## src/rtl/serial_subtractor_if.sv

```systemverilog
// Handshake and operand/result bundle for the bit-serial subtractor.
interface serial_subtractor_if #(
  parameter int WIDTH = 4
);
  logic             start;
  logic [WIDTH-1:0] a;
  logic [WIDTH-1:0] b;
  logic             busy;
  logic             done;
  logic [WIDTH-1:0] diff;
  logic             borrow;
  logic             ovf;

  modport master (
    output start, a, b,
    input  busy, done, diff, borrow, ovf
  );

  modport slave (
    input  start, a, b,
    output busy, done, diff, borrow, ovf
  );
endinterface

```

## src/rtl/serial_subtractor.sv

```systemverilog
// Bit-serial two's-complement subtractor: DIFF = A - B, LSB first, one
// full-adder slice fed A, ~B and an initial carry of 1.
module serial_subtractor #(
  parameter int WIDTH = 4
) (
  input logic               clk,
  input logic               rst,
  serial_subtractor_if.slave bus
);
  localparam int CW = (WIDTH > 1) ? $clog2(WIDTH) : 1;
  localparam logic [CW-1:0] LAST = CW'(WIDTH - 1);

  typedef enum logic [1:0] {IDLE, RUN, DONE} state_t;

  state_t           state;
  state_t           state_nxt;
  logic [WIDTH-1:0] a_sr;
  logic [WIDTH-1:0] b_sr;
  // Holds only the WIDTH-1 earlier bits; the MSB is joined on the last edge.
  logic [WIDTH-2:0] d_sr;
  logic [WIDTH-1:0] d_next;
  logic [CW-1:0]    cnt;
  logic             carry;
  logic             nb0;
  logic             s;
  logic             carry_nxt;
  logic             c_msb_in;
  logic             last_bit;
  logic [WIDTH-1:0] diff_r;
  logic             borrow_r;
  logic             ovf_r;
  logic             busy_c;
  logic             done_c;

  // Full-adder slice on the current LSBs plus the assembled result word.
  always_comb begin
    nb0       = ~b_sr[0];
    s         = a_sr[0] ^ nb0 ^ carry;
    carry_nxt = (a_sr[0] & nb0) | (carry & (a_sr[0] ^ nb0));
    c_msb_in  = carry;
    last_bit  = (cnt == LAST);
    d_next    = {s, d_sr};
  end

  // State register.
  always_ff @(posedge clk) begin
    if (rst) state <= IDLE;
    else     state <= state_nxt;
  end

  // Next-state logic.
  always_comb begin
    state_nxt = state;
    unique case (state)
      IDLE: if (bus.start) state_nxt = RUN;
      RUN:  if (last_bit)  state_nxt = DONE;
      DONE: state_nxt = IDLE;
      default: state_nxt = IDLE;
    endcase
  end

  // Status outputs decoded from the state register only.
  always_comb begin
    busy_c = (state != IDLE);
    done_c = (state == DONE);
  end

  // Operand shifting, serial accumulation and result capture.
  always_ff @(posedge clk) begin
    if (rst) begin
      a_sr     <= '0;
      b_sr     <= '0;
      d_sr     <= '0;
      cnt      <= '0;
      carry    <= 1'b0;
      diff_r   <= '0;
      borrow_r <= 1'b0;
      ovf_r    <= 1'b0;
    end else begin
      unique case (state)
        IDLE: begin
          if (bus.start) begin
            a_sr  <= bus.a;
            b_sr  <= bus.b;
            carry <= 1'b1;
            cnt   <= '0;
            d_sr  <= '0;
          end
        end
        RUN: begin
          carry <= carry_nxt;
          d_sr  <= d_next[WIDTH-1:1];
          a_sr  <= {1'b0, a_sr[WIDTH-1:1]};
          b_sr  <= {1'b0, b_sr[WIDTH-1:1]};
          cnt   <= cnt + 1'b1;
          if (last_bit) begin
            diff_r   <= d_next;
            borrow_r <= ~carry_nxt;
            ovf_r    <= c_msb_in ^ carry_nxt;
          end
        end
        DONE: cnt <= '0;
        default: ;
      endcase
    end
  end

  assign bus.busy   = busy_c;
  assign bus.done   = done_c;
  assign bus.diff   = diff_r;
  assign bus.borrow = borrow_r;
  assign bus.ovf    = ovf_r;
endmodule

```

## src/flat_wrapper.sv

```systemverilog
// flat-port wrapper written by rule: the top's interface ports become plain ports
module serial_subtractor_flat 
#(
  parameter int WIDTH = 4
)
  (clk, rst, bus_start, bus_a, bus_b, bus_busy, bus_done, bus_diff, bus_borrow, bus_ovf);
  serial_subtractor_if #(.WIDTH(WIDTH)) bus_i ();
  input logic clk;
  input logic rst;
  input wire logic [$bits(bus_i.start)-1:0] bus_start;
  input wire logic [$bits(bus_i.a)-1:0] bus_a;
  input wire logic [$bits(bus_i.b)-1:0] bus_b;
  output wire logic [$bits(bus_i.busy)-1:0] bus_busy;
  output wire logic [$bits(bus_i.done)-1:0] bus_done;
  output wire logic [$bits(bus_i.diff)-1:0] bus_diff;
  output wire logic [$bits(bus_i.borrow)-1:0] bus_borrow;
  output wire logic [$bits(bus_i.ovf)-1:0] bus_ovf;
  assign bus_i.start = bus_start;
  assign bus_i.a = bus_a;
  assign bus_i.b = bus_b;
  assign bus_busy = bus_i.busy;
  assign bus_done = bus_i.done;
  assign bus_diff = bus_i.diff;
  assign bus_borrow = bus_i.borrow;
  assign bus_ovf = bus_i.ovf;
  serial_subtractor #(.WIDTH(WIDTH)) u_core (.clk(clk), .rst(rst), .bus(bus_i));
endmodule
```

## config.mk

```make
export PLATFORM = sky130hd
export DESIGN_NAME = serial_subtractor_flat
export DESIGN_NICKNAME = d
export VERILOG_FILES = /design/src/rtl/serial_subtractor_if.sv /design/src/rtl/serial_subtractor.sv /design/src/flat_wrapper.sv
export SDC_FILE = /design/constraint.sdc
export NUM_CORES = 1
export LEC_CHECK = 0
export CORE_MARGIN = 4
export CORE_UTILIZATION = 49
export CTS_CLUSTER_SIZE = 12
export DETAILED_ROUTE_END_ITERATION = 8
export PLACE_DENSITY_LB_ADDON = 0.15
export SYNTH_ARGS = -nofsm -noshare
export SYNTH_HDL_FRONTEND = slang
export SYNTH_SLANG_ARGS = --single-unit
```

## constraint.sdc

```tcl
create_clock -name clk -period 1.45 [get_ports clk]
set_input_delay 0.2175 -clock clk [delete_from_list [all_inputs] [get_ports clk]]
set_output_delay 0.2175 -clock clk [all_outputs]
set_load 0.02 [all_outputs]
```

# After elaboration in Yosys (flattened, before gate mapping)
# Cells that the tools add are included.
[totals]
reg_bits = 22
inputBits = 11
out_inout_bits = 8
wordCells = 44
[classes]
add_sub_neg = 1
eq_ne = 5
muxes = 13
bitwise = 8
reduce_logical = 8
[op_table]
columns = ["operator", "count"]
rows = [
  ["case mux 4 bit (2 select lines)", 2],
  ["2-to-1 mux 4 bit", 2],
  ["AND reduction 2 bit", 4],
  ["2-to-1 mux 2 bit", 3],
  ["case mux 2 bit (3 select lines)", 1],
  ["case mux 3 bit (2 select lines)", 1],
  ["== test 2 bit (second input constant)", 2],
  ["case mux 2 bit (2 select lines)", 1],
  ["nonzero test 2 bit", 2],
  ["2-to-1 mux 3 bit", 1],
  ["nonzero test 3 bit", 1],
  ["bitwise XOR 1 bit", 3],
  ["adder 2 x 1 -> 2 bit (second input constant)", 1],
  ["bitwise AND 1 bit", 2],
  ["== test 2 x 1 -> 1 bit (second input constant)", 1],
  ["zero test 2 bit", 1],
  ["!= test 2 x 1 -> 1 bit (second input constant)", 1],
  ["!= test 2 bit (second input constant)", 1],
  ["inverter 1 bit", 2],
  ["case mux 1 bit (2 select lines)", 1],
  ["2-to-1 mux 1 bit", 1],
  ["OR 1 bit", 1],
]

# Logic depth before layout (Yosys ltp)
# Gate-level depths: netlist (run 1).
[depth]
ltp_word = 5
ltp_mapped = 5
ltp_nobuf = 4

# Least setup slack after synthesis (run 1)
# No wires, ideal clock.
[synth_timing]
kind = "register -> register"
start = "register u_core.b_sr[0]"
end = "register u_core.ovf_r, in the netlist u_core.bus.ovf"
setup_time_ns = 0.086
arrival_ns = 1.137
required_ns = 1.364
path_slack_ns = 0.227
stages_incl_launch_ff = 5
path_buffers = 0
synth_period_minus_slack_ns = 1.223
path_cell_list = "dfxtp_1 > inv_1 > fa_1 > xnor2_1 > a211oi_1"
[synth_via]
elab_chain_len = 5
elab_cells_between_ends = 6
classes_between = "6 x bitwise"
[synth_rtl]
columns = ["element", "line", "rtl"]
rows = [
  ["start, declared", "serial_subtractor.sv:18", "logic [WIDTH-1:0] b_sr;"],
  ["start signal, assigned", "serial_subtractor.sv:84", "b_sr <= bus.b;"],
  ["start signal, assigned", "serial_subtractor.sv:94", "b_sr <= {1'b0, b_sr[WIDTH-1:1]};"],
  ["inverter 1 bit *", "serial_subtractor.sv:37", "nb0 = ~b_sr[0];"],
  ["bitwise XOR 1 bit", "serial_subtractor.sv:39", "carry_nxt = (a_sr[0] & nb0) | (carry & (a_sr[0] ^ nb0));"],
  ["bitwise AND 1 bit", "serial_subtractor.sv:39", ""],
  ["OR 1 bit *", "serial_subtractor.sv:39", ""],
  ["bitwise XOR 1 bit *", "serial_subtractor.sv:99", "ovf_r <= c_msb_in ^ carry_nxt;"],
  ["end signal, assigned", "serial_subtractor.sv:99", ""],
  ["end, declared", "serial_subtractor.sv:31", "logic ovf_r;"],
]
# Mark *: on every way between the ends. The rest lies on a longest branch, timed or not.
# A chain may end at the register's enable or synchronous reset.

# Worst setup path in the final report (run 1)
[layout_timing]
start = "register u_core.state[1]"
end = "output port bus_done"
[layout_via]
elab_chain_len = 1
[layout_rtl]
columns = ["element", "line", "rtl"]
rows = [
  ["start, declared", "serial_subtractor.sv:15", "state_t state;"],
  ["start signal, assigned", "serial_subtractor.sv:48", "else state <= state_nxt;"],
  ["== test 2 bit", "serial_subtractor.sv:65", "done_c = (state == DONE);"],
  ["end, declared", "flat_wrapper.sv:14", "output wire logic [$bits(bus_i.done)-1:0] bus_done;"],
]
# Every way passes these cells.

==> impl_metrics.toml, run 1 <==
[cells_and_area]
layout-area-overhead-vs-synth_pct = 25.47
num-fill-cells = 194
post-route-cell-area_um2 = 1245
finish.net_count = 139
final_layout_size_suffix_gt1_frac = 0.1760
insertedDiodeCount = 0

[placed_design]
gpl.final_weighted_congestion = 0.7027
detail_placement_hpwl_um = 1397
placed_cell_area_um2 = 1216
placement.io_buffers = 18

[clock_tree]
h-tree-depth = 1
cts_num_sinks = 22
clk_pin_slew_worst_setup_hold_paths_ns = 0.12
cts_max_path_buffers = 2
insertion_delay_ns = 0.30
cts_tree = "done"
cts_made_buffers = 3
cts.root.buffer_cell = "sky130_fd_sc_hd__clkbuf_4"

[synthesis]
yosysWarnings = 0
synth_seq_area_share = 0.4439
synth_largest_type_area_fraction = 0.4439
synth_flop_cell = "sky130_fd_sc_hd__dfxtp_1"
yosysUniqueCellTypes = 30
syn-mean-instance-area_um2 = 9.450
post_synth_main_area_contributors = "sky130_fd_sc_hd__dfxtp_1 (44%), sky130_fd_sc_hd__a211oi_2 (5.0%), sky130_fd_sc_hd__mux2i_1 (5.0%)"
synth.cells.most_frequent = "sky130_fd_sc_hd__dfxtp_1 (22), sky130_fd_sc_hd__nor2_1 (11), sky130_fd_sc_hd__a21oi_1 (8), sky130_fd_sc_hd__nand2_1 (8), sky130_fd_sc_hd__mux2i_1 (5)"
synth-edff-count = 0
syn_area_um2 = 992.2
postSynth.asyncResetShare = 0
netlist.top_cell.by_area = "sky130_fd_sc_hd__dfxtp_1"
postSynthRegisterBits = 22
synth.most_common_cell = "sky130_fd_sc_hd__dfxtp_1"
synth.net_count = 118
syn_inst = 105

[global_route]
grt_antenna_before_repair = 0
first_global_vias = 780
global_route.usage.total = 0.1586
grt_first_pass_wirelength_um = 3249
grt_start_max_net_pins = 24
grt_overflow = 0

[routing]
antenna_left = 0
drt-pass1-iter-count = 4
vias = 796
post_drt_via_cell_ratio = 5.237
drt_iter0_drc = 8
totalWireLength_um = 1975
wl_per_cell_um = 12.99
detail_route.drc_violations = 0

[floorplanning]
fp_rows = 16
initial_core_util = 0.5110
placeableCoreArea_um2 = 1942
fp.dieArea_um2 = 2809
top_ports = 19
die_height_um = 53
die_w_um = 53

[pwr]
internal_power_mw = 0.8905
clockPowerShare = 0.279
p_sw_frac = 0.2482
share_comb_of_total_power = 0.166
share_seq_of_total_power = 0.555
power.net_switching_mw = 0.2940
power_leakage_nw = 0.4974
fin_total_pwr_mw = 1.184
max_vdd_drop_uv = 597.8
power_density_nw_per_um2 = 951.4

[critical_path]
start_kind = "flip-flop"
timing.critical_path.arrival_ns = 1.12
startpoint_to_endpoint_class_of_the_critical_path = "reg2out"
setup.worst_path.end_class = "output pin"
path_cells = "nor2b_1, dlygate4sd2_1"
worst_ep_required_time_ns = 1.23
worstPathBufferInverterCount = 1
critPathMaxStageDelay_ns = 0.35
critical_path.max_fanout = 3
critical-path-slowest-cell = "sky130_fd_sc_hd__dfxtp_1"
worst_path_dominant_cell_family = "flip-flops"

[sta]
timing.fmax_ghz = 0.7482
period_needed_ns = 1.337
finClkSkew_ns = 0.002261
final_hold_viol_count = 0
timing_max_transition_violations_final = 0
slew_headroom = 0.8307
setup_viol = 0
finalCritPeriodShare = 0.9217
worst_slew_pin_slew_ns = 0.2532
rsz0062_at_grt = "no"

[job]
max_cap_viol_count = 0

[run_status]
outcome = "finished, final reports clean"

[hold_path]
hp-class = "reg2reg"
[kinds of logic (layout without fill, tap and decap cells)]
family	count (synthesis)	after routing	synth area share
muxes	5	5	0.05044
xor gates and xnor gates	1	1	0.008829
adders and majority gates	2	2	0.03279
buffers and inverters	10	30	0.06430
and+or+nand+nor	39	39	0.2018
AOI/OAI and AO/OA	26	26	0.1980
DFF	22	22	0.4439
[cells in the final DEF (no fill, tap or decap), types with 4 or more instances in the layout]
master                            count
sky130_fd_sc_hd__nor2_1              11
sky130_fd_sc_hd__a21oi_1              8
sky130_fd_sc_hd__a211oi_2             5
sky130_fd_sc_hd__nor3_1               4
sky130_fd_sc_hd__nand2_1              8
sky130_fd_sc_hd__nor2_2               4
sky130_fd_sc_hd__mux2i_1              5
sky130_fd_sc_hd__dlygate4sd2_1        7
sky130_fd_sc_hd__dfxtp_1             22
sky130_fd_sc_hd__nand3b_1             4
sky130_fd_sc_hd__clkdlybuf4s50_1     10
[through the flow]
stage	setup slack (ns)	instances	utilization	setup TNS, ns	hold slack [ns]
global route	0.01723	152	0.6411	0	0.4812
finish	0.1135	152	0.6411	0	0.4629
floorplan	0.2274	105	-	0	0.3772
CTS	0.006764	152	0.6405	0	0.4672
global placement	0.03572	148	0.6263	0	0.4419
detailed placement	-0.03051	148	0.6263	-0.03051	0.4495
[power by group through the flow]
| stage | clock network (mW) | logic, mW | registers (mW) |
|---|---|---|---|
| floorplan | 0 | 0.130 | 0.666 |
| global placement | 0 | 0.192 | 0.670 |
| detailed placement | 0 | 0.198 | 0.670 |
| CTS | 0.346 | 0.197 | 0.657 |
| global route | 0.375 | 0.214 | 0.661 |
| finish | 0.331 | 0.196 | 0.657 |
[tightest hold or removal path, delay by kind of cell, from the launching register on]
| kind | cells | cell delay, ns |
|---|---|---|
| AOI/OAI and AO/OA | 1 | 0.05 |
| DFF | 1 | 0.33 |
| and+or+nand+nor | 1 | 0.05 |
[path summary, 6_finish.rpt]
path                                                      start                         endpoint  slack, ns  depth (start not counted)
worst max-delay path               u_core.state[1]$_SDFFE_PP0P_                         bus_done       0.11                          2
worst min-delay path            u_core.bus.diff[2]$_SDFFE_PP0P_  u_core.bus.diff[2]$_SDFFE_PP0P_       0.46                          2
worst max register to register      u_core.b_sr[0]$_SDFFE_PP0P_      u_core.bus.ovf$_SDFFE_PP0P_       0.12                          4
worst min register to register  u_core.bus.diff[2]$_SDFFE_PP0P_  u_core.bus.diff[2]$_SDFFE_PP0P_       0.46                          2
[sequential cells by signal, indices dropped and copies added (netlist names)]
name / count
u_core.c_msb_in: 1
u_core.bus.borrow: 1
u_core.state: 2
u_core.bus.diff: 4
u_core.b_sr: 4
u_core.cnt: 2
u_core.d_sr: 3
u_core.a_sr: 4
u_core.bus.ovf: 1
[cell type report]
cell class | count | area (um^2) | area share
Tap cell | 27 | 33.78 | 0.02714
Multi-Input combinational cell | 73 | 494.2 | 0.3970
Sequential cell | 22 | 440.4 | 0.3538
Inverter | 3 | 11.26 | 0.009045
Timing Repair Buffer | 23 | 229.0 | 0.1839
Clock buffer | 4 | 36.28 | 0.02915
[layer usage]
metal | share of wire | track usage
met1 | 0.48 | 0.2017
met2 | 0.47 | 0.2459
met3 | 0.032 | 0.02535
met4 | 0.020 | 0.1021
met5 | 0 | 0
[repair_timing]
action	4_1_cts	5_1_grt
pin swaps	0	0
endpoints found under the setup margin	8	2
hold buffers	0	0
gates resized for setup	9	3
buffers inserted	0	0
endpoints found under the hold margin	0	0
Power figures use the tool's default switching activity.
==> run 2: changes to the inputs <==
Settings changed: PLACE_DENSITY set to 0.76, PLACE_DENSITY_LB_ADDON 0.15 to unset.
==> run 2 against run 1 <==
  * Clock-buffer cell count unchanged
  * Combinational power decreased by 3%
  * Maximum frequency about the same
  * Hold slack got worse by 0.0037 ns
  * Register-to-register slack about the same
  * First-iteration DRC count unchanged
  * Cell count unchanged
  * Sequential power about the same
  * Critical path depth unchanged
  * Sequential cell count unchanged
  * Utilization decreased by 0.19 points
==> impl_metrics.toml, run 2 (synthesis gave the netlist of run 1 again) <==
[critical_path]
ff2ff_setup_slack_ns = 0.13
timing.rr.start = "u_core.b_sr[0]$_SDFFE_PP0P_"
capture_point_of_the_critical_path = "bus_done"
startpoint_to_endpoint_class_of_the_critical_path = "reg2out"
setup.worst_path.end_class = "output pin"
timing.critical_path.arrival_ns = 1.12
regToRegEndpoint = "u_core.bus.ovf$_SDFFE_PP0P_"
cp-startpoint = "u_core.state[1]$_SDFFE_PP0P_"
rr_worst_depth = 4
worst_ep_required_time_ns = 1.23
start_kind = "flip-flop"
critical_path.max_fanout = 3

[cells_and_area]
num-fill-cells = 182
most_frequent_cells_in_the_layout = "sky130_fd_sc_hd__dfxtp_1 (21), sky130_fd_sc_hd__nor2_1 (11), sky130_fd_sc_hd__clkdlybuf4s50_1 (10)"
layout.cells.most_common = "sky130_fd_sc_hd__dfxtp_1"
final_layout_size_suffix_gt1_frac = 0.1760
utilization = 0.6392
finish.net_count = 139
insertedDiodeCount = 0
layout-area-overhead-vs-synth_pct = 25.09

[floorplanning]
die_w_um = 53
die_height_um = 53
fp.dieArea_um2 = 2809
placeableCoreArea_um2 = 1942
initial_core_util = 0.5110
fp_rows = 16
top_ports = 19

[routing]
antenna_left = 0
drt_iter0_drc = 8
top_layer = "met4"
met3_length_um = 51
wl_per_cell_um = 12.71
totalWireLength_um = 1932
met1_length_um = 856
wl_met2_um = 1014
post_drt_via_cell_ratio = 5.191
drt-pass1-iter-count = 4
vias = 789
detail_route.drc_violations = 0

[sta]
timing.fmax_ghz = 0.7483
timing_max_transition_violations_final = 0
finalCritPeriodShare = 0.9217
worst_slew_pin_slew_ns = 0.2503
setup_tns_ns = 0
rsz0062_at_grt = "no"
period_needed_ns = 1.336
setup_viol = 0
final_hold_viol_count = 0
finClkSkew_ns = 0.002201
slew_headroom = 0.8326

[job]
max_cap_viol_count = 0

[global_route]
grt_overflow = 0
grt_first_pass_wirelength_um = 3153
first_global_vias = 712
grt_antenna_before_repair = 0
grt_start_max_net_pins = 24
global_route.usage.total = 0.1548

[placed_design]
placement.io_buffers = 18
gpl.final_weighted_congestion = 0.7667

[clock_tree]
cts_tree = "done"
holdBufCountCts = 0
cts.root.buffer_cell = "sky130_fd_sc_hd__clkbuf_4"
cts_num_sinks = 22
cts_max_path_buffers = 2
post_cts_resized = 10
cts_made_buffers = 3
clk_pin_slew_worst_setup_hold_paths_ns = 0.12
h-tree-depth = 1
insertion_delay_ns = 0.30
cts_post_setup_buffers_inserted = 0

[pwr]
p_sw_frac = 0.2445
power_density_nw_per_um2 = 949.7
clockPowerShare = 0.280
power_leakage_nw = 0.4969
internal_power_mw = 0.8906
share_seq_of_total_power = 0.559
share_comb_of_total_power = 0.161
fin_total_pwr_mw = 1.179
max_vdd_drop_uv = 509.6
power.net_switching_mw = 0.2882

[hold_path]
hold_path.startpoint = "u_core.bus.diff[2]$_SDFFE_PP0P_"
hp-class = "reg2reg"

[run_status]
outcome = "finished, final reports clean"
run 2: changes by cell type in the layout (fill, tap and decap cells not counted), sizes merged:
cell	before	now
buf	5	6
clkbuf	5	4
run 2: through the flow:
stage | hold slack [ns] | cells | cell area [um^2] | setup WS, ns
6_report | 0.4592 | 152 | 1241 | 0.1136
5_1_grt | 0.4864 | 152 | 1241 | 0.05224
4_1_cts | 0.4639 | 152 | 1245 | 0.02742
3_5_place_dp | 0.4490 | 148 | 1216 | 0.02583
3_3_place_gp | 0.4432 | 148 | 1216 | 0.05877
2_1_floorplan | 0.3772 | 105 | 992.2 | 0.2274
run 2: worst min path at each step:
stage	cells after the start	slack [ns]	endpoint
after floorplan	2	0.38	u_core.a_sr[3]$_SDFFE_PP0P_
after global placement	2	0.44	u_core.bus.diff[0]$_SDFFE_PP0P_
after detailed placement	2	0.45	u_core.bus.diff[2]$_SDFFE_PP0P_
after CTS	2	0.46	u_core.bus.diff[2]$_SDFFE_PP0P_
after global routing	3	0.49	u_core.b_sr[3]$_SDFFE_PP0P_
final	2	0.46	u_core.bus.diff[2]$_SDFFE_PP0P_
run 2: final cells by class:
type / instances / area [um^2] / area share
flip-flops and latches: 22 / 441.7 / 0.3558
repair buffers: 23 / 229.0 / 0.1845
clock buffers: 4 / 36.28 / 0.02923
multi-input cells: 73 / 489.2 / 0.3942
inverters: 3 / 11.26 / 0.009073
well taps: 27 / 33.78 / 0.02722
run 2: worst max-delay path: stages, from the launching register on:
cell and delay, ns:
sky130_fd_sc_hd__dfxtp_1 0.36, sky130_fd_sc_hd__nor2b_1 0.12, sky130_fd_sc_hd__dlygate4sd2_1 0.33
run 2: per-layer routing:
metal | GRT usage | up-vias
met3 | 0.02535 | 2
met5 | 0 | -
met2 | 0.2748 | 6
li1 | - | 409
met1 | 0.1806 | 372
met4 | 0.06809 | 0
run 2: power by group through the flow:
stage	Combinational, mW	Clock [mW]	Sequential (mW)
2_1_floorplan	0.130	0	0.666
3_3_place_gp	0.189	0	0.670
3_5_place_dp	0.193	0	0.672
4_1_cts	0.193	0.345	0.658
5_1_grt	0.208	0.369	0.663
6_report	0.190	0.330	0.659
==> run 3: changes to the inputs <==
Settings changed: MAX_ROUTING_LAYER set to met4.
==> run 3 against run 2 <==
  * Clock power barely moved
  * Cell area did not move
  * Utilization did not move
==> impl_metrics.toml, run 3 (synthesis gave the netlist of run 1 again) <==
[clock_tree]
insertion_delay_ns = 0.30
cts_num_sinks = 22
clk_pin_slew_worst_setup_hold_paths_ns = 0.12
holdBufCountCts = 0
cts_max_path_buffers = 2
cts_tree = "done"
cts.root.buffer_cell = "sky130_fd_sc_hd__clkbuf_4"
h-tree-depth = 1
cts_post_setup_buffers_inserted = 0
cts_made_buffers = 3

[critical_path]
critPathMaxStageDelay_ns = 0.36
critical_path.max_fanout = 3
path_cells = "nor2b_1, dlygate4sd2_1"
critical-path-slowest-cell = "sky130_fd_sc_hd__dfxtp_1"
setup.worst_path.end_class = "output pin"
worst_ep_required_time_ns = 1.23
startpoint_to_endpoint_class_of_the_critical_path = "reg2out"
worstPathBufferInverterCount = 1
start_kind = "flip-flop"
timing.critical_path.arrival_ns = 1.12
worst_path_dominant_cell_family = "flip-flops"

[pwr]
power_leakage_nw = 0.4969
power_density_nw_per_um2 = 950.8
fin_total_pwr_mw = 1.180
max_vdd_drop_uv = 509.5

[cells_and_area]
finish.net_count = 139
layout-area-overhead-vs-synth_pct = 25.09
post-route-cell-area_um2 = 1241
final_cell_count_no_fill = 152
layout.cells.most_common = "sky130_fd_sc_hd__dfxtp_1"
insertedDiodeCount = 0
most_frequent_cells_in_the_layout = "sky130_fd_sc_hd__dfxtp_1 (21), sky130_fd_sc_hd__nor2_1 (11), sky130_fd_sc_hd__clkdlybuf4s50_1 (10)"
final_layout_size_suffix_gt1_frac = 0.1760

[routing]
vias = 791
drt_iter0_drc = 8
drt-pass1-iter-count = 4
totalWireLength_um = 1937
detail_route.drc_violations = 0
antenna_left = 0
wl_per_cell_um = 12.74
post_drt_via_cell_ratio = 5.204

[floorplanning]
top_ports = 19
fp_rows = 16
die_w_um = 53
die_height_um = 53
fp.dieArea_um2 = 2809
placeableCoreArea_um2 = 1942
initial_core_util = 0.5110

[hold_path]
hp-class = "reg2reg"

[global_route]
first_global_vias = 711
grt_antenna_before_repair = 0
grt_overflow = 0
grt_start_max_net_pins = 24
grt_first_pass_wirelength_um = 3160
global_route.usage.total = 0.1588

[placed_design]
gpl.final_weighted_congestion = 0.7769
dp.cells = 148
placed_cell_area_um2 = 1216
placement.io_buffers = 18

[job]
max_cap_viol_count = 0

[sta]
finClkSkew_ns = 0.002894
setup_viol = 0
finalCritPeriodShare = 0.9216
period_needed_ns = 1.336
timing_max_transition_violations_final = 0
rsz0062_at_grt = "no"
setup_tns_ns = 0
slew_headroom = 0.8321
final_hold_viol_count = 0
whs_ns = 0.4594
worst_slew_pin_slew_ns = 0.2513
timing.fmax_ghz = 0.7483

[run_status]
outcome = "finished, final reports clean"
-- run 3: area by class of cell --
class | count | area, um^2
Multi-Input combinational cell | 73 | 489.2
Timing Repair Buffer | 23 | 229.0
Sequential cell | 22 | 441.7
Inverter | 3 | 11.26
Fill cell | 182 | 700.7
Tap cell | 27 | 33.78
Clock buffer | 4 | 36.28
-- run 3: worst paths after layout --
check | start | endpoint | slack (ns) | cells after the start
setup / recovery | u_core.state[1]$_SDFFE_PP0P_ | bus_done | 0.11 | 2
setup reg to reg | u_core.b_sr[0]$_SDFFE_PP0P_ | u_core.bus.ovf$_SDFFE_PP0P_ | 0.13 | 4
hold reg to reg | u_core.bus.diff[2]$_SDFFE_PP0P_ | u_core.bus.diff[2]$_SDFFE_PP0P_ | 0.46 | 2
hold / removal | u_core.bus.diff[2]$_SDFFE_PP0P_ | u_core.bus.diff[2]$_SDFFE_PP0P_ | 0.46 | 2
-- run 3: through the flow --
step	utilization	setup slack, ns
final	0.6392	0.1137
after global routing	0.6392	0.05224
after CTS	0.6411	0.02742
after detailed placement	0.6263	0.02583
after global placement	0.6263	0.05877
after floorplan	-	0.2274
-- run 3: power by group --
group          total [mW]  leakage, nW  internal, mW  switching [mW]
clock network       0.331       0.0210         0.153           0.178
registers           0.659        0.180         0.635          0.0234
logic               0.191        0.296         0.103          0.0877
-- run 3: per-layer routing --
metal	share of wire	wire, um	GRT usage
met2	0.53	1018	0.2748
met3	0.030	58	0.02535
met5	0	0	-
met4	0.0072	14	0.06809
met1	0.44	845	0.1806
-- run 3: what timing repair did --
item / 4_1_cts / 5_1_grt
cloned: 0 / 0
setup endpoints to repair: 8 / 3
gates resized for setup: 10 / 3
-- run 3: worst register-to-register path: stages (launching register included) --
cell and delay, ns:
sky130_fd_sc_hd__dfxtp_1 0.36, sky130_fd_sc_hd__inv_1 0.06, sky130_fd_sc_hd__fa_1 0.44, sky130_fd_sc_hd__xnor2_1 0.14, sky130_fd_sc_hd__a211oi_1 0.24
